--- src/rtl/processor_defines.sv ---
// Shared processor definitions: fetch FSM state encoding and the reset fetch address.
package processor_defines;

  typedef enum logic [1:0] {
    FETCH = 2'd0,
    HOLD  = 2'd1,
    DROP  = 2'd2,
    FAULT = 2'd3
  } fetch_state_t;

  localparam logic [31:0] RESET_PC_DEFAULT = 32'h0000_0000;
  localparam logic [31:0] INST_BYTES       = 32'd4;

endpackage

--- src/rtl/fetch_unit.sv ---
// Instruction fetch: owns the PC, issues word reads to imem and hands one
// instruction at a time to decode, discarding fetches made stale by redirects.
module fetch_unit
  import processor_defines::*;
#(
  parameter logic [31:0] RESET_PC = RESET_PC_DEFAULT
) (
  input  logic        i_clk,
  input  logic        i_rst,
  input  logic        pc_update_control,
  input  logic [31:0] pc_update_val,
  input  logic        stall,
  output logic        imem_req,
  output logic [31:0] imem_addr,
  input  logic        imem_ready,
  input  logic [31:0] imem_rdata,
  output logic [31:0] inst,
  output logic        inst_valid,
  output logic [31:0] pc,
  output logic [31:0] prev_pc,
  output logic        fetch_fault
);

  fetch_state_t state_q, state_d;
  logic [31:0]  fetch_pc_q, fetch_pc_d;
  logic [31:0]  tgt_q, tgt_d;
  logic         req_q, req_d;
  logic [31:0]  inst_q, inst_d;
  logic         valid_q, valid_d;
  logic [31:0]  pc_q, pc_d;
  logic [31:0]  prev_pc_q, prev_pc_d;
  logic         fault_q, fault_d;

  logic xfer, redir, misalign;

  assign xfer     = req_q & imem_ready;
  assign misalign = pc_update_control & (pc_update_val[1:0] != 2'b00);
  assign redir    = pc_update_control & ~misalign;

  always_comb begin
    state_d    = state_q;
    fetch_pc_d = fetch_pc_q;
    tgt_d      = tgt_q;
    req_d      = req_q;
    inst_d     = inst_q;
    valid_d    = valid_q;
    pc_d       = pc_q;
    prev_pc_d  = prev_pc_q;
    fault_d    = fault_q;

    if (state_q == FAULT) begin
      req_d   = 1'b0;
      valid_d = 1'b0;
    end else if (misalign) begin
      state_d = FAULT;
      fault_d = 1'b1;
      valid_d = 1'b0;
      req_d   = 1'b0;
    end else begin
      unique case (state_q)
        FETCH: begin
          req_d = 1'b1;
          if (xfer) begin
            if (redir) begin
              fetch_pc_d = pc_update_val;
            end else begin
              inst_d     = imem_rdata;
              pc_d       = fetch_pc_q;
              fetch_pc_d = fetch_pc_q + INST_BYTES;
              valid_d    = 1'b1;
              req_d      = 1'b0;
              state_d    = HOLD;
            end
          end else if (redir) begin
            // With nothing outstanding (first cycle after reset) the target
            // can be taken directly; otherwise the pending read must drain.
            if (req_q) begin
              tgt_d   = pc_update_val;
              state_d = DROP;
            end else begin
              fetch_pc_d = pc_update_val;
            end
          end
        end
        HOLD: begin
          if (redir) begin
            fetch_pc_d = pc_update_val;
            valid_d    = 1'b0;
            req_d      = 1'b1;
            state_d    = FETCH;
          end else if (!stall) begin
            prev_pc_d = pc_q;
            valid_d   = 1'b0;
            req_d     = 1'b1;
            state_d   = FETCH;
          end
        end
        DROP: begin
          req_d = 1'b1;
          if (xfer) begin
            fetch_pc_d = redir ? pc_update_val : tgt_q;
            state_d    = FETCH;
          end else if (redir) begin
            tgt_d = pc_update_val;
          end
        end
        default: state_d = FAULT;
      endcase
    end
  end

  always_ff @(posedge i_clk or negedge i_rst) begin
    if (!i_rst) begin
      state_q    <= FETCH;
      fetch_pc_q <= RESET_PC;
      tgt_q      <= RESET_PC;
      req_q      <= 1'b0;
      inst_q     <= 32'h0;
      valid_q    <= 1'b0;
      pc_q       <= RESET_PC;
      prev_pc_q  <= 32'h0;
      fault_q    <= 1'b0;
    end else begin
      state_q    <= state_d;
      fetch_pc_q <= fetch_pc_d;
      tgt_q      <= tgt_d;
      req_q      <= req_d;
      inst_q     <= inst_d;
      valid_q    <= valid_d;
      pc_q       <= pc_d;
      prev_pc_q  <= prev_pc_d;
      fault_q    <= fault_d;
    end
  end

  assign imem_req    = req_q;
  assign imem_addr   = fetch_pc_q;
  assign inst        = inst_q;
  assign inst_valid  = valid_q;
  assign pc          = pc_q;
  assign prev_pc     = prev_pc_q;
  assign fetch_fault = fault_q;

endmodule
--- config.mk ---
export PLATFORM = sky130hd
export DESIGN_NAME = fetch_unit
export DESIGN_NICKNAME = d
export VERILOG_FILES = /design/src/rtl/processor_defines.sv /design/src/rtl/fetch_unit.sv
export SDC_FILE = /design/constraint.sdc
export NUM_CORES = 1
export LEC_CHECK = 0
export BUFFER_PORTS_ARGS = -buffer_cell sky130_fd_sc_hd__buf_4
export CORE_MARGIN = 2
export CORE_UTILIZATION = 50
export CTS_CLUSTER_SIZE = 12
export DETAILED_ROUTE_END_ITERATION = 10
export PLACE_DENSITY_LB_ADDON = 0.05
export SYNTH_ARGS = -nofsm -noshare
export SYNTH_HDL_FRONTEND = slang
export SYNTH_SLANG_ARGS = --single-unit
--- constraint.sdc ---
create_clock -name i_clk -period 6 [get_ports i_clk]
set_clock_uncertainty 0.2 [all_clocks]
set_input_delay 1.2 -clock i_clk [delete_from_list [all_inputs] [get_ports i_clk]]
set_output_delay 1.2 -clock i_clk [all_outputs]
set_load 0.005 [all_outputs]
# Yosys cells after proc, flatten, opt, wreduce, memory -nomap -nowiden
# Cells that the tools add are included.
word_totals:
  regBits: 165
  elab_cells: 86
  mem_count: 0
  latch_bits: 0
  input_bits: 69
  out_inout_bits: 131
  romBits: 0
  ram_bits: 0
op_classes:
  bitwise: 7
  n_mul: 0
  add_sub_neg: 1
  mux: 36
  eq_ne: 19
  div_mod_pow: 0
  n_reduce_logical: 14
  shifts: 0
  n_lt_le_gt_ge: 0
ops:
  columns: ["operator", "count"]
  rows:
  - ["two-way mux 32 bit", 11]
  - ["case mux 32 bit (3 select lines)", 1]
  - ["case mux 32 bit (2 select lines)", 1]
  - ["adder 32 x 3 -> 32 bit (second input constant)", 1]
  - ["inequality test 4 bit (second input constant)", 6]
  - ["two-way mux 2 bit", 8]
  - ["AND reduction 7 bit", 2]
  - ["two-way mux 1 bit", 12]
  - ["inequality test 2 bit (second input constant)", 6]
  - ["AND reduction 5 bit", 2]
  - ["inequality test 3 bit (second input constant)", 3]
  - ["case mux 2 bit (3 select lines)", 1]
  - ["AND reduction 6 bit", 1]
  - ["inequality test 5 bit (second input constant)", 1]
  - ["nonzero test 5 bit", 1]
  - ["== test 2 bit (second input constant)", 2]
  - ["inverter 1 bit", 4]
  - ["AND reduction 2 bit", 2]
  - ["AND reduction 4 bit", 1]
  - ["nonzero test 2 bit", 2]
  - ["nonzero test 4 bit", 1]
  - ["bitwise AND 1 bit", 3]
  - ["case mux 1 bit (3 select lines)", 1]
  - ["nonzero test 3 bit", 1]
  - ["other kinds (3)", 3]

# Longest topological paths before layout
# Gate-level depths: netlist of run 1.
depth:
  depth_word: 9
  ltp_mapped: 10
  mapped_depth_nobuf: 7

# Least setup slack after synthesis of run 1
# No wires, ideal clock.
synth_path:
  path_kind: "input to register"
  startpoint: "in pc_update_val[1]"
  endpoint: "reg fetch_pc_q[8], in the netlist imem_addr[8]"
  n_path_buf: 2
  setup_time_ns: 0.122
  t_required_ns: 5.678
  stages: 7
  setup_slack_ns: 3.147
  arrival_ns: 2.532
  path_cell_list: "or3b_1 > buf_6 > buf_8 > nand3_2 > nand2_1 > a221o_1 > a32o_1"
synth_via:
  elab_chain_len: 7
  word_cells_on_any_way: 12
  cone_classes: "eq/ne (2); mux (5); bitwise (3); reduce/logical (2)"
synth_lines:
  columns: ["element", "line", "rtl"]
  rows:
  - ["start: declaration", "fetch_unit.sv:11", "input logic [31:0] pc_update_val,"]
  - ["nonzero test 2 bit *", "fetch_unit.sv:37", "assign misalign = pc_update_control & (pc_update_val[1:0] != 2'b00);"]
  - ["bitwise AND 1 bit *", "fetch_unit.sv:37", null]
  - ["inverter 1 bit (no line) *", null, null]
  - ["bitwise AND 1 bit", "fetch_unit.sv:38", "assign redir = pc_update_control & ~misalign;"]
  - ["two-way mux 32 bit, on equally long branches", null, null]
  - ["two-way mux 32 bit, on equally long branches", "fetch_unit.sv:100, fetch_unit.sv:63", null]
  - ["case mux 32 bit (3 select lines)", "fetch_unit.sv:60", "unique case (state_q)"]
  - ["end signal: assignment", "fetch_unit.sv:125", "fetch_pc_q <= fetch_pc_d;"]
  - ["end: declaration", "fetch_unit.sv:25", "logic [31:0] fetch_pc_q, fetch_pc_d;"]
# Mark *: on every way between the ends. The rest lies on a longest branch, timed or not. The select of a mux whose other input is x is not followed.
# A chain may end at the register's enable or synchronous reset.

# Worst setup path after layout of run 1
layout_path:
  startpoint: "in pc_update_val[1]"
  endpoint: "reg fetch_pc_q[12], in the netlist imem_addr[12]"
# The elaborated chain is that of the path after synthesis.

==> impl_metrics.env, run 1 <==
export IMPL_status="finished, final reports clean"
export IMPL_mappedNetlistArea_sq_um=8250
export IMPL_path_max_fanout=27
export IMPL_syn_area_per_cell_sq_um=11.1
export IMPL_max_clock_freq_mhz=296
export IMPL_synthTopCellsByArea="dfrtp_1, mux2_2, nand2_1"
export IMPL_finalSetupViolations=0
export IMPL_dr_pass1_iters=5
export IMPL_cts_tree="yes"
export IMPL_r2r_end="imem_addr[8]"
export IMPL_crit_chain="buf_4 -> or3b_1 -> buf_4 -> nand2_1 -> nor3_1 -> or3_1 -> a2bb2oi_1"
export IMPL_worstSetupEndpointType="flop"
export IMPL_reg2reg_from="state_q[0]"
export IMPL_yosys_area_top_type_share=0.501
export IMPL_p_leak_nw=5.14
export IMPL_drc=0
export IMPL_switching_share=0.377
export IMPL_final_nets=996
export IMPL_crit_required_ps=6150
export IMPL_grt_pass1_wl_microns=36600
export IMPL_synth_edf_count=0
export IMPL_worstPathArrival_ps=3520
export IMPL_die_w_microns=132
export IMPL_p_int_mw=3.04
export IMPL_switchingPower_mw=1.84
export IMPL_wirelength_microns=22800
export IMPL_clk_latency_ps=430
export IMPL_ys_flop_type="dfrtp_1"
export IMPL_syn_inst=744
export IMPL_dieHeight_microns=132
export IMPL_critPathLaunch="pc_update_val[1]"
export IMPL_yosysTopAreaCell="dfrtp_1"
export IMPL_cts_clk_slew_worst_paths_ps=70
export IMPL_post_route_period_util=0.563
export IMPL_rsz0062_at_grt="no"
export IMPL_cts_buffers=17
export IMPL_p_seq_frac=0.383
export IMPL_power_mw=4.87
export IMPL_drtIter0Drc=636
export IMPL_vias_per_cell=5.93
export IMPL_cts_resized_gates=0
export IMPL_synth_cell_types=69
export IMPL_dp_slack_ps=2200
export IMPL_ant_nets=0
export IMPL_pwr_share_clk=0.226
export IMPL_layout_setup_ws_ps=2620
export IMPL_die_area_sq_um=17500
export IMPL_irDropWorstVdd_mv=0.281
export IMPL_initial_utilization=0.516
export IMPL_antenna_found_initial=0
export IMPL_post_cts_buffers=0
export IMPL_seq_area_frac_synth=0.501
export IMPL_coreArea_sq_um=16000
export IMPL_comb_power_share=0.391
export IMPL_hold_class="flop to flop"
export IMPL_cts_sinks=165
export IMPL_diodes=0
export IMPL_place_hpwl_microns=16100
export IMPL_crit_end="imem_addr[12]"
export IMPL_grt_max_degree=66
export IMPL_cp_start_kind="primary input"
export IMPL_r2r_slack_ps=2870
export IMPL_ioPinCount=200
export IMPL_final_max_slew_violation_count=0
export IMPL_rr_worst_depth=8
export IMPL_wl_per_cell_microns=19.8
export IMPL_cp_slowest_cell="nand2_1"
export IMPL_slowest_delay_ps=670
export IMPL_path_common_cell="buf_4"
export IMPL_final_core_util=0.653
export IMPL_yosysWarnings=0
export IMPL_ys_ff_latch=165
export IMPL_cts_root_buf="clkbuf_16"
export IMPL_finalHoldViolCount=0
export IMPL_vias=6819
export IMPL_holdWs_ps=284
export IMPL_htreeDepth=4
export IMPL_io_buffers=199
export IMPL_hold_buffers=0
export IMPL_worstSetupPathType="primary input to flop"
export IMPL_min_path_cells=1
export IMPL_groute_usage_overall=0.262
export IMPL_drv_cap=0
export IMPL_slew_headroom=0.320
export IMPL_cts_buffer_depth=2
export IMPL_worstMarginPinSlew_ps=1020
export IMPL_power_density_nw_per_um2=466
export IMPL_timing_final_crit_period_ps=3380
export IMPL_grt_overflow=0
export IMPL_fin_setup_tns_ps=0
export IMPL_grt_pass1_vias=6734
export IMPL_async_flop_share=1.00
export IMPL_routabilityCongestion=0.882
export IMPL_synth_nets=820
export IMPL_drive_above_1_share=0.421
export IMPL_rows=46
export IMPL_area_growth_pct=26.7
==> worst max-delay path: cells and delay by family <==
kind	cells	cell delay [ps]
simple gates	4	1720
buf+inv	2	460
compound gates	1	130
==> flip-flops by register name, summed over array words and instances, names as in the netlist <==
signal,flops
imem_addr,32
inst,32
pc,32
prev_pc,32
tgt_q,32
state_q,2
fetch_fault,1
imem_req,1
inst_valid,1
==> cells by family after synthesis <==
family | Yosys count | share of synthesized area
and+or+nand+nor | 204 | 0.121
DFF | 165 | 0.501
AOI/OAI and AO/OA | 164 | 0.137
muxes | 137 | 0.190
buffers and inverters | 62 | 0.0358
adders and majority gates | 7 | 0.0106
xor gates and xnor gates | 5 | 0.00531
==> power groups by stage <==
| stage | logic, mW | registers (mW) | clock network [mW] |
|---|---|---|---|
| after floorplan | 1.14 | 1.75 | 0 |
| after global placement | 1.83 | 1.85 | 0 |
| after detailed placement | 1.88 | 1.88 | 0 |
| after CTS | 1.89 | 1.86 | 1.12 |
| after global routing | 2.07 | 1.92 | 1.16 |
| final | 1.90 | 1.87 | 1.10 |
==> Yosys cell counts, types with 3 or more instances <==
cell type  number
o211ai_1        3
ha_1            7
mux2_2        124
a21oi_1        43
nor3b_1         3
a22o_1          5
and4_1          6
o21ai_0        21
nor3_1          7
a2bb2oi_1       5
a31o_2          5
a211o_1         6
a22oi_1         4
a21boi_0        4
a21o_1          5
inv_1           8
nand2_1        79
mux2_1          3
mux2i_1         3
o22a_1          4
nor2_1         34
xnor2_1         4
nor4_1          3
dfrtp_1       165
o31ai_1        11
and3_1          6
a221oi_1        3
nand3_1        27
a211oi_1        8
mux2_4          7
a31oi_1        15
nand4_1        13
nand2b_1        4
a32o_1          6
clkbuf_1       23
and2_1          7
buf_2          26
==> placed cells by master (no fill, tap or decap), drive strengths merged, types with 4 or more instances in the layout <==
master and count:
buf 211, dfrtp 165, mux2 134, nand2 79, a21oi 43, nor2 35
nand3 28, o21ai 22, clkbuf 17, a31oi 15, inv 15, nand4 14
o31ai 11, a211oi 8, nor3 8, and2 7, ha 7, a32o 6
and3 6, a211o 6, and4 6, a31o 5, a21o 5, a2bb2oi 5
a22o 5, nand2b 4, a21boi 4, a22oi 4, o22a 4, xnor2 4
nor4 4
==> how the worst min path moves through the flow <==
stage | from | endpoint
after floorplan | tgt_q[10] | tgt_q[10]
after global placement | tgt_q[10] | tgt_q[10]
after detailed placement | fetch_fault | fetch_fault
after CTS | tgt_q[10] | tgt_q[10]
after global routing | fetch_fault | fetch_fault
final | fetch_fault | fetch_fault
==> cell type report <==
cell class | count | area (sq um)
Fill cell | 1307 | 5550
Multi-Input combinational cell | 517 | 3840
Clock buffer | 17 | 425
Sequential cell | 165 | 4130
Timing Repair Buffer | 211 | 1590
Inverter | 8 | 30.0
Clock inverter | 15 | 168
Tap cell | 216 | 270
==> stage by stage <==
stage	std cells	cell area, sq um
2_1_floorplan	744	8250
3_3_place_gp	1117	9860
3_5_place_dp	1117	9860
4_1_cts	1149	10500
5_1_grt	1149	10500
6_report	1149	10500
==> per-layer routing <==
| layer | GRT usage | share of wire | vias up |
|---|---|---|---|
| met3 | 0.0632 | 0.085 | 31 |
| met4 | 0.0920 | 0.016 | 0 |
| met5 | 0 | 0 | - |
| li1 | - | - | 3087 |
| met1 | 0.369 | 0.43 | 3349 |
| met2 | 0.398 | 0.47 | 352 |
(Power assumes the default switching activity.)
==> run 2, diff against run 1 <==
==> constraint.sdc (replaced) <==
create_clock -name i_clk -period 3.3 [get_ports i_clk]
set_clock_uncertainty 0.2 [all_clocks]
set_input_delay 0.66 -clock i_clk [delete_from_list [all_inputs] [get_ports i_clk]]
set_output_delay 0.66 -clock i_clk [all_outputs]
set_load 0.005 [all_outputs]
==> impl_metrics.env, run 2 (same netlist as run 1, synthesis figures left out) <==
export IMPL_switchingPower_mw=3.30
export IMPL_io_buffers=199
export IMPL_clk_latency_ps=430
export IMPL_cts_tree="yes"
export IMPL_timing_final_crit_period_ps=2790
export IMPL_die_w_microns=132
export IMPL_area_growth_pct=28.1
export IMPL_crit_end="imem_addr[29]"
export IMPL_placed_cells=1125
export IMPL_final_common_cell="buf_4"
export IMPL_final_nets=1004
export IMPL_initial_utilization=0.516
export IMPL_cts_clk_slew_worst_paths_ps=70
export IMPL_post_cts_buffers=0
export IMPL_cts_resized_gates=0
export IMPL_hold_class="primary input to asynchronous set/reset pin"
export IMPL_grt_pass1_wl_microns=36900
export IMPL_grt_overflow=0
export IMPL_reg2reg_from="state_q[0]"
export IMPL_cts_buffer_depth=2
export IMPL_fin_setup_tns_ps=0
export IMPL_final_max_slew_violation_count=0
export IMPL_met1Wirelength_microns=10100
export IMPL_antenna_found_initial=0
export IMPL_nFillCells=1238
export IMPL_critPathLaunch="state_q[0]"
export IMPL_finalSetupViolations=0
export IMPL_path_max_fanout=62
export IMPL_cts_root_buf="clkbuf_16"
export IMPL_switching_share=0.370
export IMPL_rr_worst_depth=8
export IMPL_final_core_util=0.661
export IMPL_post_route_period_util=0.845
export IMPL_hold_buffers=0
export IMPL_final_instance_count_excl_fill=1157
export IMPL_drv_cap=0
export IMPL_die_area_sq_um=17500
export IMPL_crit_chain="inv_1 -> ha_1 -> buf_4 -> a21o_1 -> a21oi_1 -> a31oi_1 -> o21ai_0 -> a221oi_1"
export IMPL_dieHeight_microns=132
export IMPL_max_clock_freq_mhz=359
export IMPL_worstSetupEndpointType="flop"
export IMPL_r2r_slack_ps=510
export IMPL_p_leak_nw=5.21
export IMPL_slowest_delay_ps=510
export IMPL_final_cell_mix="buf_4, dfrtp_1, mux2_2, nand2_1, a21oi_1"
export IMPL_groute_usage_overall=0.264
export IMPL_cts_sinks=165
export IMPL_wl_met2_microns=10400
export IMPL_irDropWorstVdd_mv=0.930
export IMPL_drc=0
export IMPL_diodes=0
export IMPL_p_int_mw=5.62
export IMPL_htreeDepth=4
export IMPL_slew_headroom=0.530
export IMPL_grt_pass1_vias=6705
export IMPL_vias=6761
export IMPL_finalHoldViolCount=0
export IMPL_cp_slowest_cell="buf_4"
export IMPL_layout_setup_ws_ps=511
export IMPL_crit_buf_inv=2
export IMPL_worstSetupPathType="flop to flop"
export IMPL_wl_per_cell_microns=19.6
export IMPL_ioPinCount=200
export IMPL_cp_start_kind="flop"
export IMPL_status="finished, final reports clean"
export IMPL_wl_met3_microns=1640
export IMPL_wirelength_microns=22600
export IMPL_critical_path_depth=8
export IMPL_routed_top_layer="met5"
export IMPL_holdWs_ps=44.3
export IMPL_vias_per_cell=5.84
export IMPL_drive_above_1_share=0.424
export IMPL_drtIter0Drc=506
export IMPL_placed_area_sq_um=9950
export IMPL_dp_slack_ps=498
export IMPL_dr_pass1_iters=5
export IMPL_power_mw=8.92
export IMPL_power_density_nw_per_um2=844
export IMPL_coreArea_sq_um=16000
export IMPL_crit_required_ps=3420
export IMPL_rsz0062_at_grt="no"
export IMPL_p_seq_frac=0.381
export IMPL_routabilityCongestion=0.927
export IMPL_place_hpwl_microns=16200
export IMPL_r2r_end="imem_addr[29]"
export IMPL_crit_family="compound AO/OA/AOI/OAI gates"
export IMPL_cts_buffers=17
export IMPL_worstMarginPinSlew_ps=705
export IMPL_ant_nets=0
export IMPL_comb_power_share=0.385
export IMPL_postLayoutCellArea_sq_um=10600
export IMPL_pwr_share_clk=0.233
export IMPL_grt_max_degree=77
export IMPL_worstPathArrival_ps=2910
export IMPL_rows=46
[run 2: routing by layer]
metal	vias up	GRT usage
met1	3314	0.377
met3	41	0.0544
li1	3106	-
met5	-	0.0278
met2	298	0.395
met4	2	0.0986
[run 2: power by group through the flow]
stage | Clock (mW) | Sequential (mW) | Combinational, mW
after floorplan | 0 | 3.18 | 2.07
after global placement | 0 | 3.39 | 3.33
after detailed placement | 0 | 3.43 | 3.42
after CTS | 2.11 | 3.39 | 3.43
after global routing | 2.21 | 3.51 | 3.76
final | 2.08 | 3.40 | 3.44
[run 2: cell type report]
| type | count | area, sq um | share of cell area |
|---|---|---|---|
| multi-input combinational | 517 | 3840 | 0.363 |
| sequential | 165 | 4130 | 0.391 |
| clock inverter | 14 | 188 | 0.0178 |
| inverter | 8 | 30.0 | 0.00284 |
| clock buffer | 18 | 429 | 0.0406 |
| timing repair buffer | 219 | 1690 | 0.159 |
| tap | 216 | 270 | 0.0256 |
[run 2: worst reg2reg max path: stages (launching register included)]
cell,delay (ps)
dfrtp_1,400
inv_1,110
ha_1,300
buf_4,510
a21o_1,300
a21oi_1,110
a31oi_1,290
o21ai_0,150
a221oi_1,310
[run 2: worst min-delay path by stage]
stage | end | slack, ps | depth (start not counted)
6_report | prev_pc[9] | 40 | 1
5_1_grt | prev_pc[9] | 90 | 1
4_1_cts | prev_pc[9] | 70 | 1
3_5_place_dp | fetch_fault | 270 | 1
3_3_place_gp | tgt_q[10] | 260 | 2
2_1_floorplan | fetch_fault | 160 | 0
==> run 3, diff against run 2 <==
--- a/config.mk
+++ b/config.mk
@@ -7,7 +7,7 @@
 export LEC_CHECK = 0
 export BUFFER_PORTS_ARGS = -buffer_cell sky130_fd_sc_hd__buf_4
 export CORE_MARGIN = 2
-export CORE_UTILIZATION = 50
+export CORE_UTILIZATION = 49
 export CTS_CLUSTER_SIZE = 12
 export DETAILED_ROUTE_END_ITERATION = 10
 export PLACE_DENSITY_LB_ADDON = 0.05
==> constraint.sdc (replaced) <==
create_clock -name i_clk -period 2.32 [get_ports i_clk]
set_clock_uncertainty 0.2 [all_clocks]
set_input_delay 0.464 -clock i_clk [delete_from_list [all_inputs] [get_ports i_clk]]
set_output_delay 0.464 -clock i_clk [all_outputs]
set_load 0.005 [all_outputs]
==> impl_metrics.env, run 3 (same netlist as run 1, synthesis figures left out) <==
export IMPL_grt_max_degree=68
export IMPL_area_growth_pct=36.4
export IMPL_finalSetupViolations=0
export IMPL_ant_nets=0
export IMPL_placed_area_sq_um=10500
export IMPL_pwr_share_clk=0.207
export IMPL_cts_clk_slew_worst_paths_ps=70
export IMPL_wl_per_cell_microns=19.4
export IMPL_grt_overflow=0
export IMPL_die_w_microns=134
export IMPL_postLayoutCellArea_sq_um=11300
export IMPL_min_delay_start="imem_rdata[5]"
export IMPL_r2r_end="prev_pc[10]"
export IMPL_coreArea_sq_um=16500
export IMPL_cp_slowest_cell="dfrtp_1"
export IMPL_status="finished, final reports clean"
export IMPL_reg2reg_from="state_q[0]"
export IMPL_layout_setup_ws_ps=46.0
export IMPL_groute_usage_overall=0.267
export IMPL_dp_slack_ps=-125
export IMPL_nFillCells=1244
export IMPL_grt_pass1_wl_microns=37300
export IMPL_rr_worst_depth=6
export IMPL_max_clock_freq_mhz=440
export IMPL_irDropWorstVdd_mv=0.714
export IMPL_io_buffers=199
export IMPL_cts_sinks=165
export IMPL_slowest_delay_ps=400
export IMPL_htreeDepth=4
export IMPL_routabilityCongestion=0.905
export IMPL_post_route_period_util=0.980
export IMPL_crit_chain="buf_4 -> ha_1 -> buf_4 -> nor3b_2 -> buf_12 -> mux2_2"
export IMPL_diodes=0
export IMPL_hold_path_end="inst[5]"
export IMPL_antenna_found_initial=0
export IMPL_ioPinCount=200
export IMPL_p_int_mw=8.56
export IMPL_rows=47
export IMPL_initial_utilization=0.499
export IMPL_min_path_cells=2
export IMPL_cts_tree="yes"
export IMPL_drc=0
export IMPL_dr_pass1_iters=5
export IMPL_final_common_cell="buf_4"
export IMPL_drtIter0Drc=466
export IMPL_cts_root_buf="clkbuf_16"
export IMPL_die_area_sq_um=17900
export IMPL_cp_start_kind="flop"
export IMPL_p_leak_nw=5.60
export IMPL_drive_above_1_share=0.476
export IMPL_fin_setup_tns_ps=0
export IMPL_cts_buffers=17
export IMPL_grt_pass1_vias=6908
export IMPL_switching_share=0.367
export IMPL_crit_required_ps=2440
export IMPL_path_common_cell="buf_4"
export IMPL_final_core_util=0.681
export IMPL_finalHoldViolCount=0
export IMPL_final_instance_count_excl_fill=1232
export IMPL_power_density_nw_per_um2=1200
export IMPL_hold_class="primary input to flop"
export IMPL_wirelength_microns=23800
export IMPL_final_max_slew_violation_count=0
export IMPL_place_hpwl_microns=17300
export IMPL_final_nets=1075
export IMPL_vias=7012
export IMPL_worstSetupPathType="flop to flop"
export IMPL_cts_buffer_depth=2
export IMPL_r2r_slack_ps=50
export IMPL_p_seq_frac=0.335
export IMPL_worstMarginPinSlew_ps=532
export IMPL_worstPathArrival_ps=2390
export IMPL_worstSetupEndpointType="flop"
export IMPL_final_cell_mix="buf_4, dfrtp_1, mux2_2, nand2_1, a21oi_1"
export IMPL_drv_cap=0
export IMPL_slew_headroom=0.644
export IMPL_comb_power_share=0.458
export IMPL_clk_latency_ps=430
export IMPL_placed_cells=1197
export IMPL_path_max_fanout=32
export IMPL_vias_per_cell=5.69
export IMPL_timing_final_crit_period_ps=2270
export IMPL_switchingPower_mw=4.97
export IMPL_dieHeight_microns=134
run 3: cell types whose count changed in the layout (fill, tap and decap cells not counted), moves of 2 or more:
cell,delta
ha_2,+3
inv_2,+2
ha_4,+2
inv_6,-3
buf_4,+62
bufinv_16,-2
clkinv_4,+4
inv_1,-2
buf_12,+6
ha_1,-5
run 3: area by class of cell:
| cell class | instances | area, sq um | share of cell area |
|---|---|---|---|
| Clock inverter | 13 | 140 | 0.0125 |
| Tap cell | 220 | 275 | 0.0245 |
| Inverter | 8 | 30.0 | 0.00267 |
| Multi-Input combinational cell | 517 | 3920 | 0.348 |
| Clock buffer | 19 | 443 | 0.0394 |
| Sequential cell | 165 | 4130 | 0.367 |
| Timing Repair Buffer | 290 | 2320 | 0.206 |
run 3: metrics by stage:
step	power (mW)	hold WS, ps
6_report	13.5	60.5
5_1_grt	14.3	42.1
4_1_cts	13.3	49.2
3_5_place_dp	10.5	206
3_3_place_gp	10.3	199
2_1_floorplan	7.46	-31.6
run 3: worst max path at each step:
stage,start,end,slack [ps],cells after the start
floorplan,state_q[0],imem_addr[8],2,8
global placement,pc_update_val[1],imem_addr[17],-120,7
detailed placement,pc_update_val[1],imem_addr[17],-130,7
CTS,state_q[0],imem_addr[30],9,8
global route,state_q[0],prev_pc[10],-20,6
finish,state_q[0],prev_pc[10],50,6
run 3: power groups by stage:
| stage | combinational (mW) | clock (mW) | sequential [mW] |
|---|---|---|---|
| floorplan | 2.94 | 0 | 4.52 |
| global placement | 5.82 | 0 | 4.52 |
| detailed placement | 5.93 | 0 | 4.58 |
| CTS | 5.96 | 2.83 | 4.53 |
| global route | 6.73 | 2.96 | 4.65 |
| finish | 6.20 | 2.80 | 4.54 |
run 3: what timing repair did:
item,4_1_cts,5_1_grt
hold buffers,1,0
gates resized for setup,1,17
hold endpoints to repair,36,0
setup buffers,0,1
gates cloned,0,1
endpoints found under the setup margin,8,85
pin swaps,0,4
run 3: routing by layer:
layer,share of wire,up-vias,track usage
li1,-,3246,-
met1,0.45,3466,0.378
met2,0.47,274,0.414
met3,0.075,26,0.0658
met4,0.012,0,0.0727
met5,0,-,0
run 3: worst max-delay path: cells and delay by family, from the launching register on:
kind / cells / cell delay (ps)
buffers and inverters: 3 / 580
flip-flops: 1 / 400
multiplexers: 1 / 360
AND/OR/NAND/NOR: 1 / 310
adder cells (fa/ha/maj): 1 / 260
